===== src/rtl/seq_divider_8x4.sv =====
// Iterative restoring divider: N_WIDTH-bit dividend by D_WIDTH-bit divisor, one
// quotient bit per clock, with a start/busy/done handshake and a divide-by-zero flag.
module seq_divider_8x4 #(
   parameter int N_WIDTH = 8,
   parameter int D_WIDTH = 4
) (
   input  logic               clk,
   input  logic               rst,
   input  logic               start,
   input  logic [N_WIDTH-1:0] N,
   input  logic [D_WIDTH-1:0] D,
   output logic [N_WIDTH-1:0] Q,
   output logic [D_WIDTH-1:0] Rem,
   output logic               busy,
   output logic               done,
   output logic               dz
);

   localparam int CW = (N_WIDTH > 1) ? $clog2(N_WIDTH) : 1;
   localparam logic [CW-1:0] LAST = CW'(N_WIDTH - 1);

   typedef enum logic [1:0] {IDLE, RUN, DONE} state_t;

   state_t             state_q;
   logic [N_WIDTH-1:0] dvd_q;   // dividend shifts out of the MSB, quotient bits enter the LSB
   logic [D_WIDTH-1:0] d_q;
   logic [D_WIDTH:0]   r_q;
   logic [CW-1:0]      cnt_q;
   logic [N_WIDTH-1:0] q_q;
   logic [D_WIDTH-1:0] rem_q;
   logic               busy_q;
   logic               done_q;
   logic               dz_q;

   logic [D_WIDTH:0]   p_w;
   logic               ge_w;
   logic [D_WIDTH:0]   r_d;
   logic [N_WIDTH-1:0] dvd_d;

   always_comb begin
      p_w   = {r_q[D_WIDTH-1:0], dvd_q[N_WIDTH-1]};
      ge_w  = (p_w >= {1'b0, d_q});
      r_d   = ge_w ? (p_w - {1'b0, d_q}) : p_w;
      dvd_d = {dvd_q[N_WIDTH-2:0], ge_w};
   end

   always_ff @(posedge clk or posedge rst) begin
      if (rst) begin
         state_q <= IDLE;
         dvd_q   <= '0;
         d_q     <= '0;
         r_q     <= '0;
         cnt_q   <= '0;
         q_q     <= '0;
         rem_q   <= '0;
         busy_q  <= 1'b0;
         done_q  <= 1'b0;
         dz_q    <= 1'b0;
      end else begin
         case (state_q)
            IDLE: begin
               busy_q <= 1'b0;
               done_q <= 1'b0;
               if (start) begin
                  if (D != '0) begin
                     dvd_q   <= N;
                     d_q     <= D;
                     r_q     <= '0;
                     cnt_q   <= '0;
                     dz_q    <= 1'b0;
                     busy_q  <= 1'b1;
                     state_q <= RUN;
                  end else begin
                     q_q     <= '1;
                     rem_q   <= '0;
                     dz_q    <= 1'b1;
                     done_q  <= 1'b1;
                     state_q <= DONE;
                  end
               end
            end
            RUN: begin
               dvd_q <= dvd_d;
               r_q   <= r_d;
               cnt_q <= cnt_q + 1'b1;
               // Results are published only on the final step so Q/Rem stay stable during RUN.
               if (cnt_q == LAST) begin
                  q_q     <= dvd_d;
                  rem_q   <= r_d[D_WIDTH-1:0];
                  dz_q    <= 1'b0;
                  busy_q  <= 1'b0;
                  done_q  <= 1'b1;
                  state_q <= DONE;
               end
            end
            DONE: begin
               done_q  <= 1'b0;
               state_q <= IDLE;
            end
            default: begin
               busy_q  <= 1'b0;
               done_q  <= 1'b0;
               state_q <= IDLE;
            end
         endcase
      end
   end

   assign Q    = q_q;
   assign Rem  = rem_q;
   assign busy = busy_q;
   assign done = done_q;
   assign dz   = dz_q;

endmodule


===== config.mk =====
export PLATFORM = sky130hd
export DESIGN_NAME = seq_divider_8x4
export DESIGN_NICKNAME = d
export VERILOG_FILES = /design/src/rtl/seq_divider_8x4.sv
export SDC_FILE = /design/constraint.sdc
export NUM_CORES = 1
export LEC_CHECK = 0
export BUFFER_PORTS_ARGS = -buffer_cell sky130_fd_sc_hd__buf_2
export CAP_MARGIN = 10
export CELL_PAD_IN_SITES_DETAIL_PLACEMENT = 1
export CELL_PAD_IN_SITES_GLOBAL_PLACEMENT = 1
export CORE_MARGIN = 5
export CORE_UTILIZATION = 30
export CTS_CLUSTER_SIZE = 16
export DETAILED_ROUTE_END_ITERATION = 10
export PLACE_DENSITY_LB_ADDON = 0.15
export SYNTH_ARGS = -nofsm -noshare
export SYNTH_HDL_FRONTEND = slang
export SYNTH_SLANG_ARGS = --single-unit

===== constraint.sdc =====
create_clock -name clk -period 4.67 [get_ports clk]
set_input_delay 0.934 -clock clk [delete_from_list [all_inputs] [get_ports clk]]
set_output_delay 0.934 -clock clk [all_outputs]
set_load 0.005 [all_outputs]

======== Word level (Yosys, flattened, before mapping) ========
Cells that the tools add are included.
storage, ports and cells
  output and inout bits ................... 15
  bits in read-only memories .............. 0
  word-level logic and storage cells ...... 62
  register bits after elaboration ......... 36
  RAM bits ................................ 0
  input port bits ......................... 15
  latch bits .............................. 0
  memories ................................ 0
operators by class
  add/sub/neg operators ................... 2
  equal/unequal tests ..................... 7
  magnitude comparators ................... 1
  multipliers ............................. 0
  bitwise logic cells ..................... 1
  shifts and indexed selects .............. 0
  div/mod/pow operators ................... 0
  multiplexer cells ....................... 32
  reduce and logical (&&, ||, !) cells .... 9
operators by type and width
  kind                                                                    number
  8-bit 2-to-1 mux                                                        5
  8-bit case mux with 2 select lines                                      2
  4-bit 2-to-1 mux                                                        6
  4-bit case mux with 2 select lines                                      2
  3-bit AND reduction                                                     3
  2-bit inequality test (second input constant)                           4
  1-bit 2-to-1 mux                                                        7
  2-bit 2-to-1 mux                                                        3
  3-bit 2-to-1 mux                                                        2
  3-bit case mux with 2 select lines                                      1
  5-bit by 4-bit greater-or-equal comparator with 1-bit output            1
  1-bit case mux with 2 select lines                                      2
  2-bit case mux with 2 select lines                                      1
  2-bit AND reduction                                                     2
  4-bit AND reduction                                                     1
  4-bit nonzero test                                                      1
  4-bit subtractor                                                        1
  3-bit by 1-bit adder with 3-bit output (second input constant)          1
  3-bit equality test (second input constant)                             1
  1-bit case mux with 3 select lines                                      1
  2-bit by 1-bit equality test with 1-bit output (second input constant)  1
  2-bit equality test (second input constant)                             1
  2-bit logical NOT                                                       1
  2-bit nonzero test                                                      1
  1-bit inverter                                                          1

======== Logic depth before layout (Yosys ltp) ========
Gate-level depths: netlist of run 1.
  depth after elaboration ................. 4
  gate-level depth with buffers ........... 7
  gate-level depth less buffers ........... 7

======== Least setup slack after synthesis of run 1 ========
Ideal clock, no wire load.
  path kind ............................... in2reg
  start ................................... input port D[1]
  end ..................................... register dvd_q[0]
  library setup time ...................... 118 ps
  stages on the path ...................... 6
  setup slack ............................. 2525 ps
  arrival ................................. 2027 ps
  path through ............................ or4_4 -> a21oi_2 -> or2_2 -> buf_6 -> a211oi_2 -> a21o_1
between the ends
  word-level cells in the longest chain between the ends .. 3
RTL lines
  item                             line  RTL
  start, declared                  11    input logic [D_WIDTH-1:0] D,
  4-bit nonzero test               65    if (D != '0) begin
  2-bit inequality test (no line)  n/a
  3-bit AND reduction (no line)    n/a
  end signal, assigned             83    dvd_q <= dvd_d;
  end, declared                    25    logic [N_WIDTH-1:0] dvd_q;
Every way passes these cells.
A chain may end at the register's enable or synchronous reset.

======== Worst setup path in the final report of run 1 ========
  start ................................... input port D[1]
  end ..................................... register rem_q[3], in the netlist Rem[3]
between the ends
  word-level cells in the longest chain between the ends .. 3
RTL lines
  item                             line  RTL
  4-bit nonzero test               65
  2-bit inequality test (no line)  n/a
  4-bit AND reduction (no line)    n/a
  end signal, assigned             89    rem_q <= r_d[D_WIDTH-1:0];
  end, declared                    30    logic [D_WIDTH-1:0] rem_q;
Every way passes these cells.

==> impl_metrics.json, run 1 <==
{
  "hold_end": "cnt_q[0]$_DFFE_PP0P_",
  "gr-total-overflow": 0,
  "cts_setup_buffers": 0,
  "cts_buffer_depth": 2,
  "reg2reg_to": "Rem[3]$_DFFE_PP0P_",
  "critPathRequiredTime_ns": 4.84,
  "fmax_mhz": 387,
  "grt_first_pass_wirelength_um": 6870,
  "ios": 30,
  "whs_path_depth": 1,
  "io_buffers": 29,
  "syn_nets": 193,
  "ant_nets": 0,
  "min_period_over_period_pct": 55.3,
  "cts_resized": 0,
  "synthTopCellsByArea": "dfrtp_1, nor2_1, mux2_2",
  "initial_utilization_pct": 31.1,
  "drt_wl_total_um": 3960,
  "insertion_delay_ns": 0.28,
  "crit_fanout": 23,
  "hold_viol": 0,
  "slew_headroom_pct": 32.5,
  "grt_max_degree": 37,
  "numCtsBuffers": 5,
  "final_layout_size_suffix_gt1_share_pct": 25.5,
  "die_y_um": 85.8,
  "htreeDepth": 2,
  "rsz0062_at_grt": "no",
  "clk_pin_slew_ns": 0.07,
  "synth_top_cell_by_area": "dfrtp_1",
  "root_buffer": "clkbuf_8",
  "ys_seq_area_share_pct": 52.2,
  "gp_congestion": 0.807,
  "setup.worst_path.end_class": "flop",
  "tightest_slew_ns": 1.01,
  "rr_worst_depth": 5,
  "fin_util_pct": 36.0,
  "peakVddDrop_uv": 262,
  "clock_sinks": 36,
  "via_per_inst": 4.83,
  "wl_per_cell_um": 14.6,
  "synth_area_um2": 1720,
  "drt-initial-drc-count": 17,
  "finalClockSkew_ns": 0.00759,
  "antennaDiodeCount": 0,
  "area_delta_synth_final_pct": 15.7,
  "grt_pass1_vias": 1436,
  "startpoint_type": "primary input",
  "drv_slew": 0,
  "setup_violations": 0,
  "dpl.hpwl_um": 2950,
  "grt.total_usage_pct": 11.9,
  "cts_tree": "yes",
  "synthCells": 171,
  "rows": 27,
  "multi_input_area_um2": 733,
  "cts_hold_buf": 0,
  "vias": 1315,
  "outcome": "completed",
  "critPathKind": "in2reg",
  "drc": 0,
  "register_area_um2": 901,
  "leakagePower_nw": 0.934,
  "n_fill_cell": 658,
  "synth_seq_cells": 36,
  "die_area_um2": 7360,
  "final_nets": 222,
  "yosys.area.top_type_share_pct": 52.2,
  "pwr_density_cell_nw_per_um2": 746,
  "min_period_ns": 2.58,
  "die_w_um": 85.8,
  "hold_path_class": "reg2reg",
  "min_from": "cnt_q[0]$_DFFE_PP0P_",
  "core_um2": 5540,
  "avgSynthCellArea_um2": 10.1,
  "worstPathArrival_ns": 2.75,
  "synth_cell_types": 36,
  "setup_tns_ns": 0,
  "maxCapViolCount": 0,
  "r2r_start": "cnt_q[0]$_DFFE_PP0P_",
  "worst-r2r-setup-slack_ns": 2.51,
  "antenna_found_initial": 0,
  "yosys_warnings": 0,
  "drt_first_pass_iters": 2
}
==> how the worst max path moves through the flow <==
stage | slack, ns | depth (start not counted) | endpoint | start
after global placement | 1.81 | 5 | Rem[3]$_DFFE_PP0P_ | D[1]
after detailed placement | 1.75 | 6 | Rem[1]$_DFFE_PP0P_ | D[1]
after CTS | 2.04 | 6 | Rem[1]$_DFFE_PP0P_ | D[1]
final | 2.09 | 5 | Rem[3]$_DFFE_PP0P_ | D[1]
after global routing | 1.80 | 6 | Rem[1]$_DFFE_PP0P_ | D[1]
after floorplan | 2.53 | 6 | dvd_q[0]$_DFFE_PP0P_ | D[1]
==> layout make-up <==
cell class,instances,area share [%]
Sequential cell,36,45.1
Multi-Input combinational cell,117,36.7
Timing Repair Buffer,31,8.03
Tap cell,72,4.51
Clock buffer,6,3.64
Inverter,9,1.69
Clock inverter,1,0.251
==> critical path, stage by stage <==
cell and delay (ns):
buf_2 0.11, nor4_1 0.36, nand3b_1 0.15, a21oi_2 0.78
mux2_2 0.41
==> registers in the layout, indices dropped and copies added, names as in the netlist <==
| signal | count |
|---|---|
| Q | 8 |
| Rem | 4 |
| busy | 1 |
| cnt_q | 3 |
| d_q | 4 |
| done | 1 |
| dvd_q | 8 |
| dz | 1 |
| r_q | 4 |
| state_q | 2 |
==> cell usage after synthesis (all sizes together) <==
library cell,instances
nand4,1
nand2,20
fa,1
a21o,3
dfrtp,36
nand2b,2
o21ai,7
nor4,1
mux2i,1
clkbuf,2
o22ai,4
or2,1
nor4b,1
ha,6
a31oi,8
nor3,1
nor2b,3
inv,9
buf,7
a211oi,1
or4,1
a22o,2
xnor2,1
mux2,7
o31a,1
nor2,29
o21a,1
or3,1
nand3b,2
a21oi,11
==> cells in the final DEF (no fill, tap or decap), drive strengths merged <==
| cell | instances |
|---|---|
| nand2 | 20 |
| or4 | 1 |
| clkbuf | 6 |
| inv | 9 |
| o21a | 1 |
| nor4b | 1 |
| o21ai | 7 |
| a21o | 3 |
| nor2 | 29 |
| a31oi | 8 |
| a21oi | 11 |
| or3 | 1 |
| o22ai | 4 |
| nor4 | 1 |
| mux2 | 7 |
| fa | 1 |
| a22o | 2 |
| dfrtp | 36 |
| clkinv | 1 |
| or2 | 1 |
| buf | 31 |
| o31a | 1 |
| nor2b | 3 |
| nand3b | 2 |
| nor3 | 1 |
| nand4 | 1 |
| nand2b | 2 |
| ha | 6 |
| xnor2 | 1 |
| a211oi | 1 |
| mux2i | 1 |
==> kinds of logic after synthesis <==
group           Yosys count  share of synthesized area [%]
buf+inv                  18                           5.22
compound gates           38                           14.0
fa+ha+maj                 7                           5.52
mux                       8                           5.15
simple gates             63                           17.3
xor+xnor                  1                          0.508
flops                    36                           52.2
==> through the flow <==
stage	instances	total power, mW	hold slack (ns)	cell area, um^2	setup WS [ns]
floorplan	171	1.11	0.446	1720	2.53
global placement	265	1.28	0.462	1920	1.81
detailed placement	265	1.31	0.476	1920	1.75
CTS	272	1.53	0.486	2000	2.04
global route	272	1.64	0.496	2000	1.80
finish	272	1.49	0.484	2000	2.09
==> power breakdown <==
| part | switching (mW) | internal, mW | total (mW) |
|---|---|---|---|
| clock | 0.101 | 0.101 | 0.202 |
| sequential | 0.0960 | 0.461 | 0.557 |
| combinational | 0.398 | 0.332 | 0.730 |
==> routing by layer <==
| layer | track usage (%) | wire length [um] | share of wire (%) | up-vias |
|---|---|---|---|---|
| met1 | 14.0 | 1790 | 45 | 651 |
| li1 | - | - | - | 639 |
| met5 | 0 | 0 | 0 | - |
| met3 | 3.36 | 132 | 3.3 | 7 |
| met4 | 3.88 | 55 | 1.4 | 0 |
| met2 | 20.7 | 1980 | 50 | 18 |
Power figures use the tool's default switching activity.
==> inputs of run 2 (changes only) <==
==> constraint.sdc (replaced) <==
create_clock -name clk -period 2.1 [get_ports clk]
set_input_delay 0.42 -clock clk [delete_from_list [all_inputs] [get_ports clk]]
set_output_delay 0.42 -clock clk [all_outputs]
set_load 0.005 [all_outputs]
==> run 2 against run 1 <==
- total power rose by 130%
- critical endpoint is now r_q[0]$_DFFE_PP0P_
- cell count up 1.8%
- non-clock buffer count up 4
- combinational power increased by 130%
- wire length increased by 1.8%
==> impl_metrics.json, run 2 (synthesis results as in run 1) <==
{
  "outcome": "completed",
  "peakVddDrop_uv": 499,
  "hold_path_class": "in2async",
  "drt_first_pass_iters": 3,
  "drv_slew": 0,
  "antenna_found_initial": 0,
  "cts_tree": "yes",
  "wl_met2_um": 2000,
  "min_period_ns": 1.97,
  "die_w_um": 85.8,
  "via_per_inst": 4.78,
  "initial_utilization_pct": 31.1,
  "fmax_mhz": 509,
  "cts_hold_buf": 0,
  "drt_wl_total_um": 4040,
  "dpl.hpwl_um": 3070,
  "cpPeakStageDelay_ns": 0.39,
  "slew_headroom_pct": 56.9,
  "crit_buf_inv": 1,
  "startpoint_type": "flop",
  "grt_first_pass_wirelength_um": 7130,
  "crit_slowest_cell": "dfrtp_1",
  "pwr_density_cell_nw_per_um2": 1680,
  "n_fill_cell": 653,
  "insertion_delay_ns": 0.28,
  "io_buffers": 29,
  "whs_ns": 0.241,
  "ios": 30,
  "crit_path_cell_trace": "inv_1, ha_1, nor2b_1, o31a_1, nor2_8, mux2_2, o22ai_1",
  "htreeDepth": 2,
  "crit_fanout": 5,
  "grt_pass1_vias": 1527,
  "setup_violations": 0,
  "cts_buffer_depth": 2,
  "dr_wl_met3_um": 122,
  "grt_max_degree": 37,
  "total_power_mw": 3.44,
  "antennaDiodeCount": 0,
  "place_inst": 269,
  "layout_commonest_cell": "dfrtp_1",
  "die_area_um2": 7360,
  "leakagePower_nw": 0.962,
  "final_nets": 226,
  "hold_viol": 0,
  "finalClockSkew_ns": 0.00296,
  "clk_pin_slew_ns": 0.07,
  "drt-initial-drc-count": 26,
  "fin_util_pct": 37.0,
  "ant_nets": 0,
  "stdcell_count": 277,
  "final_layout_size_suffix_gt1_share_pct": 26.8,
  "clock_sinks": 36,
  "rows": 27,
  "maxCapViolCount": 0,
  "wl_per_cell_um": 14.6,
  "worstPathArrival_ns": 2.16,
  "setup.worst_path.end_class": "flop",
  "die_y_um": 85.8,
  "top_layer_used": "met4",
  "tightest_slew_ns": 0.646,
  "core_um2": 5540,
  "setup_tns_ns": 0,
  "wl_met1_um": 1870,
  "area_delta_synth_final_pct": 18.9,
  "cts_setup_buffers": 0,
  "grt.total_usage_pct": 12.2,
  "critPathTopFamily": "compound AO/OA/AOI/OAI gates",
  "final_cell_mix": "dfrtp_1, buf_2, nor2_1, nand2_1",
  "root_buffer": "clkbuf_8",
  "vias": 1325,
  "rsz0062_at_grt": "no",
  "numCtsBuffers": 5,
  "drc": 0,
  "critPathRequiredTime_ns": 2.29,
  "gr-total-overflow": 0,
  "cts_resized": 0,
  "gp_congestion": 0.740,
  "critPathKind": "reg2reg",
  "min_period_over_period_pct": 93.6
}
## run 2: changes by cell type in the layout (fill, tap and decap cells not counted), sizes merged
cell and delta:
buf +4, clkbuf +2, clkinv -1
## run 2: layout make-up
type | count | area, um^2 | area share (%)
Timing Repair Buffer | 35 | 203 | 9.88
Multi-Input combinational cell | 117 | 733 | 35.8
Inverter | 9 | 33.8 | 1.65
Tap cell | 72 | 90.1 | 4.39
Sequential cell | 36 | 901 | 43.9
Clock buffer | 8 | 90.1 | 4.39
## run 2: power breakdown
group | switching (mW) | total, mW | internal, mW
logic | 0.913 | 1.70 | 0.786
clock network | 0.237 | 0.505 | 0.268
registers | 0.213 | 1.24 | 1.02
## run 2: final timing paths
check | startpoint | end | slack (ns) | cells past startpoint
worst max register to register | d_q[1]$_DFFE_PP0P_ | r_q[0]$_DFFE_PP0P_ | 0.13 | 7
worst min-delay path | rst | r_q[1]$_DFFE_PP0P_ | 0.24 | 3
min in group clk | N[4] | dvd_q[4]$_DFFE_PP0P_ | 0.39 | 3
worst min register to register | done$_DFFE_PP0P_ | done$_DFFE_PP0P_ | 0.48 | 1
max in group asynchronous | rst | dvd_q[2]$_DFFE_PP0P_ | 1.52 | 3
worst max-delay path | d_q[1]$_DFFE_PP0P_ | r_q[0]$_DFFE_PP0P_ | 0.13 | 7
## run 2: layer usage
| layer | track usage (%) | vias to the layer above |
|---|---|---|
| met1 | 14.9 | 652 |
| met2 | 21.2 | 16 |
| li1 | - | 651 |
| met4 | 3.45 | 0 |
| met3 | 3.27 | 6 |
| met5 | 0 | - |
## run 2: through the flow
stage	worst slack, ns	instance area, um^2
3_3_place_gp	0.206	1960
5_1_grt	0.0314	2050
3_5_place_dp	0.161	1960
4_1_cts	0.140	2050
6_report	0.133	2050
2_1_floorplan	0.287	1720
## run 2: tightest hold or removal path: stages
cell,delay [ns]
buf_2,0.09
inv_1,0.04
buf_4,0.41
